===== config.mk =====
export PLATFORM = sky130hd
export DESIGN_NAME = multi_divider_flat
export DESIGN_NICKNAME = d
export VERILOG_FILES = /design/src/rtl/multi_divider_if.sv /design/src/rtl/multi_divider.sv /design/src/flat_wrapper.sv
export SDC_FILE = /design/constraint.sdc
export NUM_CORES = 1
export LEC_CHECK = 0
export CAP_MARGIN = 20
export CORE_MARGIN = 4
export CORE_UTILIZATION = 47
export DETAILED_ROUTE_END_ITERATION = 7
export HOLD_SLACK_MARGIN = 0.1
export SLEW_MARGIN = 20
export SYNTH_ARGS = -nofsm -noshare
export SYNTH_HDL_FRONTEND = slang
export SYNTH_SLANG_ARGS = --single-unit

===== constraint.sdc =====
create_clock -name I_CLK -period 8.12 [get_ports I_CLK]
set_input_delay 2.03 -clock I_CLK [delete_from_list [all_inputs] [get_ports I_CLK]]
set_output_delay 2.03 -clock I_CLK [all_outputs]
set_load 0.01 [all_outputs]

===== src/rtl/multi_divider_if.sv =====
// Control and status bundle for multi_divider: per-channel enables/modes,
// the shared sync strobe, the divisor write port and the three per-channel outputs.
interface multi_divider_if #(
  parameter int CH = 4,
  parameter int W  = 16
);
  localparam int SELW = (CH > 1) ? $clog2(CH) : 1;

  logic [CH-1:0]   en;
  logic [CH-1:0]   mode;
  logic            sync;
  logic            div_we;
  logic [SELW-1:0] div_sel;
  logic [W-1:0]    div_data;
  logic [CH-1:0]   O_CLK;
  logic [CH-1:0]   O_TICK;
  logic [CH-1:0]   O_ERR;

  modport master (
    output en, mode, sync, div_we, div_sel, div_data,
    input  O_CLK, O_TICK, O_ERR
  );

  modport slave (
    input  en, mode, sync, div_we, div_sel, div_data,
    output O_CLK, O_TICK, O_ERR
  );
endinterface


===== src/rtl/multi_divider.sv =====
// CH independent programmable clock dividers sharing one clock. Each channel has a
// shadow divisor that is adopted only at period boundaries, so periods are never cut short.
module multi_divider #(
  parameter int CH      = 4,
  parameter int W       = 16,
  parameter int DEF_DIV = 20
) (
  input logic            I_CLK,
  input logic            rst,
  multi_divider_if.slave bus
);

  localparam logic [W-1:0] ONE     = W'(1);
  localparam logic [W-1:0] TWO     = W'(2);
  localparam logic [W:0]   ONE_X   = (W+1)'(1);
  localparam logic [W-1:0] RST_DIV = W'(DEF_DIV);

  logic [CH-1:0][W-1:0] sh_q, sh_d;
  logic [CH-1:0][W-1:0] div_q, div_d;
  logic [CH-1:0][W-1:0] cnt_q, cnt_d;
  logic [CH-1:0]        run_q, run_d;
  logic [CH-1:0]        clk_q, clk_d;
  logic [CH-1:0]        tick_q, tick_d;
  logic [CH-1:0]        err_q, err_d;

  logic [CH-1:0]        hit;
  logic [CH-1:0]        wrap;
  logic [CH-1:0]        restart;

  // run_q marks a channel that is mid-period; any cycle that is not mid-period restarts at cnt 0
  always_comb begin
    hit     = '0;
    wrap    = '0;
    restart = '0;
    for (int i = 0; i < CH; i++) begin
      hit[i]     = bus.div_we && (int'(bus.div_sel) == i);
      wrap[i]    = run_q[i] && (cnt_q[i] == (div_q[i] - ONE));
      restart[i] = bus.sync || !run_q[i] || !bus.en[i] || wrap[i];
    end
  end

  always_comb begin
    sh_d   = sh_q;
    div_d  = div_q;
    cnt_d  = cnt_q;
    run_d  = run_q;
    err_d  = err_q;
    clk_d  = '0;
    tick_d = '0;
    for (int i = 0; i < CH; i++) begin
      if (hit[i]) begin
        sh_d[i] = bus.div_data;
        if (bus.div_data < TWO) begin
          err_d[i] = 1'b1;
        end
      end

      // Reading sh_d lets a write landing on a wrap define the very next period
      if (restart[i]) begin
        div_d[i] = sh_d[i];
      end

      run_d[i]  = bus.en[i] && (div_d[i] >= TWO);
      cnt_d[i]  = restart[i] ? '0 : (cnt_q[i] + ONE);
      tick_d[i] = run_d[i] && (cnt_d[i] == (div_d[i] - ONE));

      if (bus.mode[i]) begin
        clk_d[i] = tick_d[i];
      end else begin
        clk_d[i] = run_d[i] &&
                   ({1'b0, cnt_d[i]} >= (({1'b0, div_d[i]} + ONE_X) >> 1));
      end
    end
  end

  always_ff @(posedge I_CLK) begin
    if (rst) begin
      for (int i = 0; i < CH; i++) begin
        sh_q[i]  <= RST_DIV;
        div_q[i] <= RST_DIV;
        cnt_q[i] <= '0;
      end
      run_q  <= '0;
      clk_q  <= '0;
      tick_q <= '0;
      err_q  <= '0;
    end else begin
      sh_q   <= sh_d;
      div_q  <= div_d;
      cnt_q  <= cnt_d;
      run_q  <= run_d;
      clk_q  <= clk_d;
      tick_q <= tick_d;
      err_q  <= err_d;
    end
  end

  assign bus.O_CLK  = clk_q;
  assign bus.O_TICK = tick_q;
  assign bus.O_ERR  = err_q;

endmodule

===== src/flat_wrapper.sv =====
// flat-port wrapper written by rule: the top's interface ports become plain ports
module multi_divider_flat 
#(
  parameter int CH      = 4,
  parameter int W       = 16,
  parameter int DEF_DIV = 20
)
  (I_CLK, rst, bus_en, bus_mode, bus_sync, bus_div_we, bus_div_sel, bus_div_data, bus_O_CLK, bus_O_TICK, bus_O_ERR);
  multi_divider_if #(.CH(CH), .W(W)) bus_i ();
  input logic I_CLK;
  input logic rst;
  input wire logic [$bits(bus_i.en)-1:0] bus_en;
  input wire logic [$bits(bus_i.mode)-1:0] bus_mode;
  input wire logic [$bits(bus_i.sync)-1:0] bus_sync;
  input wire logic [$bits(bus_i.div_we)-1:0] bus_div_we;
  input wire logic [$bits(bus_i.div_sel)-1:0] bus_div_sel;
  input wire logic [$bits(bus_i.div_data)-1:0] bus_div_data;
  output wire logic [$bits(bus_i.O_CLK)-1:0] bus_O_CLK;
  output wire logic [$bits(bus_i.O_TICK)-1:0] bus_O_TICK;
  output wire logic [$bits(bus_i.O_ERR)-1:0] bus_O_ERR;
  assign bus_i.en = bus_en;
  assign bus_i.mode = bus_mode;
  assign bus_i.sync = bus_sync;
  assign bus_i.div_we = bus_div_we;
  assign bus_i.div_sel = bus_div_sel;
  assign bus_i.div_data = bus_div_data;
  assign bus_O_CLK = bus_i.O_CLK;
  assign bus_O_TICK = bus_i.O_TICK;
  assign bus_O_ERR = bus_i.O_ERR;
  multi_divider #(.CH(CH), .W(W), .DEF_DIV(DEF_DIV)) u_core (.I_CLK(I_CLK), .rst(rst), .bus(bus_i));
endmodule

== Word level (Yosys, flattened, before mapping) ==
Cells that the tools add are included.

* Add/sub/neg operators: 16
* Reduce and logical (&&, ||, !) cells: 45
* Divide/modulo/power cells: 0
* Bitwise gates (word level): 0
* Eq/ne operators: 11
* $mul: 0
* Multiplexer cells: 16
* Shift operators: 0
* Magnitude comparators: 9

{| class="wikitable"
|+ Operator list
! cell !! count
|-
| 16-bit 2-to-1 mux || 12
|-
| 16-bit equality test || 8
|-
| 16-bit by 1-bit subtractor with 16-bit output, second input constant || 8
|-
| 16-bit by 1-bit adder with 17-bit output, second input constant || 4
|-
| 16-bit by 1-bit adder with 16-bit output, second input constant || 4
|-
| 16-bit greater-or-equal comparator || 4
|-
| 16-bit by 2-bit greater-or-equal comparator with 1-bit output, second input constant || 4
|-
| 1-bit logical AND || 20
|-
| 16-bit by 2-bit less-than comparator with 1-bit output, second input constant || 1
|-
| 1-bit logical OR || 12
|-
| 1-bit zero test || 8
|-
| 2-bit AND reduction || 4
|-
| 2-bit equality test, second input constant || 2
|-
| 1-bit 2-to-1 mux || 4
|-
| 2-bit by 1-bit equality test with 1-bit output, second input constant || 1
|-
| 2-bit zero test || 1
|}

* Register bits: 208
* ROM bits: 0
* Input port bits: 30
* RAM bits: 0
* Memories kept: 0
* Latch bits: 0

== Logic depth before layout (Yosys ltp) ==
Gate-level depths: netlist of run 1.

* Word-level depth: 9
* Gate-level depth with buffers: 31
* Depth with buffers taken out: 25

== Worst setup path before layout of run 1 ==
OpenSTA, ideal clock, no wires.

* Path kind: input-to-reg
* Start point: in bus_div_sel[1]
* End point: reg u_core.clk_q[1], in the netlist u_core.bus.O_CLK[1]
* Setup time: 0.134 ns
* Path slack: 1.918 ns
* Stages: 20
* Data arrival time: 6.068 ns
* Buffers on the path: 3
* Path through: nand3b_1 -> clkbuf_1 -> buf_1 -> buf_1 -> mux2_2 -> mux2i_1 -> inv_1 -> ha_1 -> xor2_1 -> ha_1 -> a21o_1 -> a21o_1 -> a21oi_1 -> nor2b_1 -> o21ai_0 -> a21oi_1 -> o31ai_1 -> a21oi_1 -> o311ai_0 -> o31ai_1

{| class="wikitable"
|+ RTL lines
! item !! line !! text
|-
| from (decl) || flat_wrapper.sv:16 || <nowiki>input wire logic [$bits(bus_i.div_sel)-1:0] bus_div_sel;</nowiki>
|-
| to (signal assigned) || multi_divider.sv:92 || <nowiki>clk_q <= clk_d;</nowiki>
|-
| to (decl) || multi_divider.sv:22 || <nowiki>logic [CH-1:0] clk_q, clk_d;</nowiki>
|}

==> results.md, run 1 <==
- Syn avg cell area: 7.77 um2
- RSZ-0062 raised after global routing: no
- Worst-skew pair later-pin latency: 0.55 ns
- Tmin final: 6.47 ns
- Port buffer count: between 40 and 50
- Area delta synth->final: 8.33%
- CTS Hold Bufs: 0
- Slowest CP cell: clkdlybuf4s50_1
- Reg2reg end: u_core.bus.O_CLK[1]
- CP startpoint kind: primary input
- Post-synth ARST share: 0
- Max_slew headroom: 0.372
- Worst Hold End: u_core.bus.O_ERR[3]
- Synth Area in Compound Gates: 0.130
- Setup TNS Final: 0 ns
- Largest net degree at the start of global routing: slightly below 80
- Prevailing post-synth register cell: dfxtp_1
- CP dominant cell by count: a21oi_1
- Max-cap violations: 0
- Die area: 38,900 um2
- Cell Rows: 69
- CP Class: in2reg
- Drt drc: 0
- Register bit count reported by yosys: 208
- DR WL/cell: 18.6 um
- Final Cycle Share: 0.797
- Placed Area: 17,400 um2
- CTS tree: done
- Crit-path cells: clkdlybuf4s50_1, nor2_1, nand2_4, o21ai_0, inv_1, ha_1, nand2_1, nor2_1, xor2_1, mux2_2, ha_1, a21oi_1, nor2b_1, o21ai_0, a21oi_1, o31ai_1, a21oi_1, o311ai_0, o31ai_2
- Total wire length: 48,400 um
- Reg2Reg Depth: 24
- Adder-Cell Fraction of Synth Area: 0.0625
- Largest family of logic cells by synthesized area: simple AND/OR/NAND/NOR gates
- RR Startpoint: u_core.div_q[16]
- RD Place Congestion: 0.909
- EDFF count, synth: 0
- Antenna viol nets, final: 0
- Post-Syn Area: 16,800 um2
- Chip height: 197 um
- Post-Synthesis Cells: 2,163
- Antenna diode count: 0
- CTS Buf Count: 26
- Syn. warnings: 0
- Syn nets: between 2k and 2.5k
- P_leak: 7.32 nW
- HPWL after detailed placement: ~36,000 um
- Clock power share: 0.435
- Gate power share: 0.161
- Sequential element share of the synthesized area: 0.248
- WP data arrival: 6.90 ns
- R2R Setup Slk: roughly 1.6 ns
- Worst-Margin Slew: 0.915 ns
- Final nets: 2,230
- Crit-path max cell delay: 0.68 ns
- XOR/XNOR Fraction of Synth Area: 0.157
- Sequential fraction of design power: 0.404
- Post-Synth Simple-Gate Area: 0.279
- Worst VDD drop: between 0.15 and 0.2 mV
- Layout cell share with drive strength beyond 1: 0.0605
- Post-synth cell types: 97
- Via-to-Cell Ratio: 5.85
- GRT overflow: 0
- Design area: 18,200 um2
- Die Span X: roughly 200 um
- Mux contribution to synthesized area: 0.0761
- Initial antenna violation count: 0
- Crit path launch: bus_sync
- Clk slew on worst S/H paths: 0.06 ns
- Wire length of the first global-routing pass: 77,400 um
- Fmax: 154 MHz
- Root Buffer: clkbuf_16
- Crit path buf inv count: 2
- Worst-path fanout max: 50
- Status: finished, final reports clean
- PD cells: 149 nW/um2
- Sw power: 779 uW
- H-tree depth: 1
- DRT iter0 DRCs: around 1.2k
- Ports: 42
- Hold Path Stages: 2
- Max Slew Vio Count: 0
- Internal: 1.93 mW
- Post-cts repair resize count: 0
- Final setup skew: approximately 0.0079 ns
- Clk buf depth: 3
- Switch share: 0.288
- Commonest non-fill, non-tap cells in the layout: nor2_1 (343), dfxtp_1 (208), xnor2_1 (160), nand2_1 (158), xor2_1 (136)
- Required @ worst endpoint: 8.54 ns
- Post-CTS setup buffer count: 0
- Hold_sp: u_core.bus.O_ERR[3]
- Final setup viols: 0
- Most common cell after layout, fill and taps aside: nor2_1
- Clock sink count: roughly 210
- First-pass DRT Iterations: 5
- CP top delay family: compound AO/OA/AOI/OAI gates
- Initial Util: 0.475
- Fin. Hold Viols: 0
- Vias in the first global route: 14.2k
- Min-delay worst type: reg2reg
- Core footprint: 35,400 um2
- Setup crit end kind: register
- Vias: between 15k and 20k
- Total GRT Usage: 0.241
[power groups by stage]
| stage | clock, mW | combinational [mW] | sequential, mW |
|---|---|---|---|
| 5_1_grt | 1.24 | 0.483 | 1.10 |
| 3_3_place_gp | 0 | 0.428 | 1.11 |
| 3_5_place_dp | 0 | 0.432 | 1.11 |
| 2_1_floorplan | 0 | 0.341 | 1.08 |
| 4_1_cts | 1.21 | 0.435 | 1.09 |
| 6_report | 1.18 | 0.437 | 1.09 |
[worst max path at each step]
stage | cells past startpoint | slack [ns] | endpoint
6_report | 19 | 1.65 | u_core.bus.O_CLK[0]
3_3_place_gp | 19 | 1.19 | u_core.bus.O_CLK[1]
5_1_grt | 22 | 1.15 | u_core.bus.O_CLK[1]
3_5_place_dp | 19 | 1.15 | u_core.bus.O_CLK[1]
4_1_cts | 24 | 1.65 | u_core.bus.O_CLK[1]
2_1_floorplan | 20 | 1.92 | u_core.bus.O_CLK[1]
[logic make-up (layout without fill, tap and decap cells)]
logic type      after synthesis  count (layout)
buf+inv                     190             159
simple gates                946             946
flops                       208             208
xor+xnor                    298             298
fa+ha+maj                    84              84
compound gates              312             312
mux                         125             125
[per-stage QoR]
step | setup WS (ns) | hold WS, ns | power, mW | instances | util
detailed placement | 1.15 | 0.473 | 1.54 | 2549 | 0.491
CTS | 1.65 | 0.487 | 2.74 | 2593 | 0.515
floorplan | 1.92 | 0.450 | 1.42 | 2163 | -
global route | 1.15 | 0.511 | 2.82 | 2593 | 0.515
finish | 1.65 | 0.478 | 2.71 | 2593 | 0.515
global placement | 1.19 | 0.464 | 1.54 | 2549 | 0.491
[flip-flops by register name (all words and copies together) (netlist names)]
register and cells:
u_core.cnt_q 64, u_core.div_q 64, u_core.sh_q 64, u_core.bus.O_CLK 4
u_core.bus.O_ERR 4, u_core.bus.O_TICK 4, u_core.run_q 4
[synth_stat cells, types with 6 or more instances]
master | n | area [um2]
and2_1 | 9 | 56.3
ha_1 | 84 | 1050
xnor2_1 | 160 | 1400
dfxtp_1 | 208 | 4160
a211o_1 | 7 | 61.3
or2_2 | 10 | 62.6
buf_1 | 14 | 52.6
mux2i_1 | 105 | 1050
nand2b_1 | 32 | 200
nor2_1 | 343 | 1290
xor2_1 | 136 | 1190
nand2_1 | 158 | 593
o21ai_0 | 72 | 360
a31oi_1 | 12 | 75.1
nor3_1 | 80 | 400
nand4b_1 | 9 | 78.8
a21oi_1 | 61 | 305
nor2b_1 | 17 | 106
nand4_1 | 46 | 288
nor4_1 | 29 | 181
a211oi_1 | 28 | 210
inv_1 | 54 | 203
nand3b_1 | 11 | 82.6
o22ai_1 | 9 | 56.3
nand3_1 | 75 | 375
clkbuf_1 | 91 | 342
o2111ai_1 | 8 | 70.1
and4_1 | 12 | 105
buf_2 | 21 | 105
a21o_1 | 24 | 180
and3_1 | 35 | 219
o2111a_1 | 6 | 67.6
or3_1 | 23 | 144
mux2_2 | 19 | 214
or4_1 | 18 | 135
nor3b_1 | 8 | 60.1
o31ai_1 | 13 | 97.6
[layer usage]
layer,track usage,wire [um]
met4,0.0650,1450
met1,0.342,22800
met2,0.390,21700
met5,0,0
met3,0.0273,2400
[layout make-up]
type | count | area (um2)
tap | 461 | 577
fill | 3530 | 17200
clock buffer | 32 | 703
multi-input combinational | 1765 | 11900
timing repair buffer | 61 | 558
clock inverter | 12 | 146
sequential | 208 | 4160
inverter | 54 | 203
[worst min-delay path, stage by stage (launching register included)]
cell     delay (ns)
dfxtp_1        0.33
a21oi_1        0.04
nor2_1         0.07
Power figures use the tool's default switching activity.
==> run 2: changes to the inputs <==
clock period = 6.03 ns   (was 8.12 ns; I/O delays follow)
==> results.md, run 2 (synthesis results as in run 1) <==
- Status: finished, final reports clean
- Largest net degree at the start of global routing: 68 (-14%)
- DR WL/cell: 18.7 um (+0.46%)
- HPWL after detailed placement: 38,300 um (+5.3%)
- Die area: 38,900 um2 (unchanged)
- Placed instance count: 2,642 (+3.6%)
- Commonest non-fill, non-tap cells in the layout: nor2_1 (343), dfxtp_1 (208), xnor2_1 (160), nand2_1 (158), xor2_1 (136)
- Slowest CP cell: or4b_1
- Drt drc: 0 (unchanged)
- Clock sink count: 208 (unchanged)
- Placement Setup Slack: 0.188 ns (-0.957 ns)
- GRT overflow: 0 (unchanged)
- P_leak: 7.84 nW (+7.1%)
- Initial Util: 0.475 (unchanged)
- RR Startpoint: u_core.div_q[49]
- Clk buf depth: 3 (unchanged)
- DRT iter0 DRCs: 1,091 (-7.6%)
- PD cells: 199 nW/um2 (+34%)
- CP dominant cell by count: a21o_1
- Max Slew Vio Count: 0 (unchanged)
- Vias: 15.6k (+2.6%)
- Fin. Hold Viols: 0 (unchanged)
- H-tree depth: 1 (unchanged)
- CTS Hold Bufs: 0 (unchanged)
- RSZ-0062 raised after global routing: yes
- Max-cap violations: 0 (unchanged)
- Fmax: 173 MHz
- Initial antenna violation count: 0 (unchanged)
- Final Cycle Share: 0.959
- Total GRT Usage: 0.253 (+0.0122)
- Hold_sp: u_core.bus.O_ERR[1]
- Tmin final: 5.78 ns
- Chip height: 197 um (unchanged)
- CP Class: reg2reg
- CP startpoint kind: register
- Final nets: 2,327 (+4.3%)
- RD Place Congestion: 0.908 (about the same)
- Core footprint: 35,400 um2 (unchanged)
- Antenna viol nets, final: 0 (unchanged)
- Worst-path fanout max: 9 (-82%)
- Worst-skew pair later-pin latency: 0.57 ns (+0.02 ns)
- Layout Cells excl Fill: 2,695 (+3.9%)
- Worst-Margin Slew: 1.14 ns (+0.220 ns)
- Via-to-Cell Ratio: 5.78 (-1.3%)
- Max_slew headroom: 0.237 (-0.135)
- Layout cell share with drive strength beyond 1: 0.104 (+0.0433)
- Power Total: 3.78 mW (+40%)
- R2R Setup Slk: 0.25 ns (-1.40 ns)
- Cell Rows: 69 (unchanged)
- Crit-path cells: inv_1, ha_1, or4b_1, nor4_1, a31oi_1, or4b_1, o21ai_4, nand2_1, o21ai_0, inv_1, ha_1, xor2_1, ha_1, a21o_1, a21o_1, a21o_1, a21o_1, a21o_1, a21o_1, a21oi_1, o21ai_0, a41oi_1, o2bb2ai_1
- Crit path launch: u_core.div_q[49]
- Root Buffer: clkbuf_16
- Wire length of the first global-routing pass: 81,100 um (+4.7%)
- Total wire length: 50,500 um (+4.4%)
- Die Span X: 197 um (unchanged)
- Area delta synth->final: 13.2%
- Clk slew on worst S/H paths: 0.06 ns (about the same)
- Worst VDD drop: 0.242 mV (+43%)
- Setup crit end kind: register
- Final setup viols: 0 (unchanged)
- Crit-path max cell delay: 0.62 ns (-0.06 ns)
- Ports: 42 (unchanged)
- Most common cell after layout, fill and taps aside: nor2_1
- Antenna diode count: 0 (unchanged)
- Required @ worst endpoint: 6.47 ns (-2.07 ns)
- CTS tree: done
- WP data arrival: 6.22 ns (-0.68 ns)
- CTS Buf Count: 27 (+3.8%)
- Largest regs: u_core.cnt_q x64, u_core.div_q x64, u_core.sh_q x64
- Setup TNS Final: 0 ns (unchanged)
- First-pass DRT Iterations: 7 (+2)
- Final setup skew: 0.0134 ns (+0.00553 ns)
- Final worst slack: 0.249 ns (-1.40 ns)
- Vias in the first global route: 14.9k (+4.4%)
- Port buffer count: 41 (unchanged)
- Min-delay worst type: reg2reg
[run 2: layout make-up]
cell class / count / area [um2]
sequential: 208 / 4160
inverter: 54 / 203
clock buffer: 38 / 797
clock inverter: 12 / 128
fill: 3458 / 16400
multi-input combinational: 1765 / 11900
timing repair buffer: 157 / 1300
tap: 461 / 577
[run 2: metal layers]
| metal | vias up | global-route usage | wire (um) |
|---|---|---|---|
| met1 | 7346 | 0.355 | 23400 |
| met2 | 418 | 0.402 | 22600 |
| met4 | 0 | 0.0883 | 1940 |
| met3 | 107 | 0.0336 | 2490 |
| met5 | - | 0 | 0 |
| li1 | 7695 | - | - |
[run 2: repair_timing]
item	4_1_cts	5_1_grt
endpoints found under the setup margin	0	3
buffers inserted	0	3
hold endpoints to repair	0	0
resized for setup	0	3
[run 2: critical path, delay by kind of cell, from the launching register on]
family / cells / cell delay, ns
adder cells (fa/ha/maj): 3 / 0.75
buffers and inverters: 2 / 0.20
XOR/XNOR: 1 / 0.18
AND/OR/NAND/NOR: 4 / 1.69
flip-flops: 1 / 0.40
AO/OA/AOI/OAI: 13 / 2.44
[run 2: worst paths after layout]
path | to | cells after the start
worst max-delay path | u_core.bus.O_CLK[3] | 23
worst min-delay path | u_core.bus.O_ERR[1] | 2
worst max register to register | u_core.bus.O_CLK[3] | 23
worst min register to register | u_core.bus.O_ERR[1] | 2
[run 2: stage by stage]
stage / util / instance area (um2) / hold slack (ns)
final: 0.538 / 19000 / 0.468
after detailed placement: 0.511 / 18100 / 0.459
after floorplan: - / 16800 / 0.450
after global placement: 0.511 / 18100 / 0.453
after global routing: 0.538 / 19000 / 0.524
after CTS: 0.537 / 19000 / 0.473
[run 2: power by group]
group	switching [mW]	internal, mW	leakage (nW)	total [mW]
clock	0.665	1.01	0.463	1.67
combinational	0.388	0.273	5.69	0.662
sequential	0.0396	1.41	1.69	1.45
total	1.09	2.69	7.84	3.78
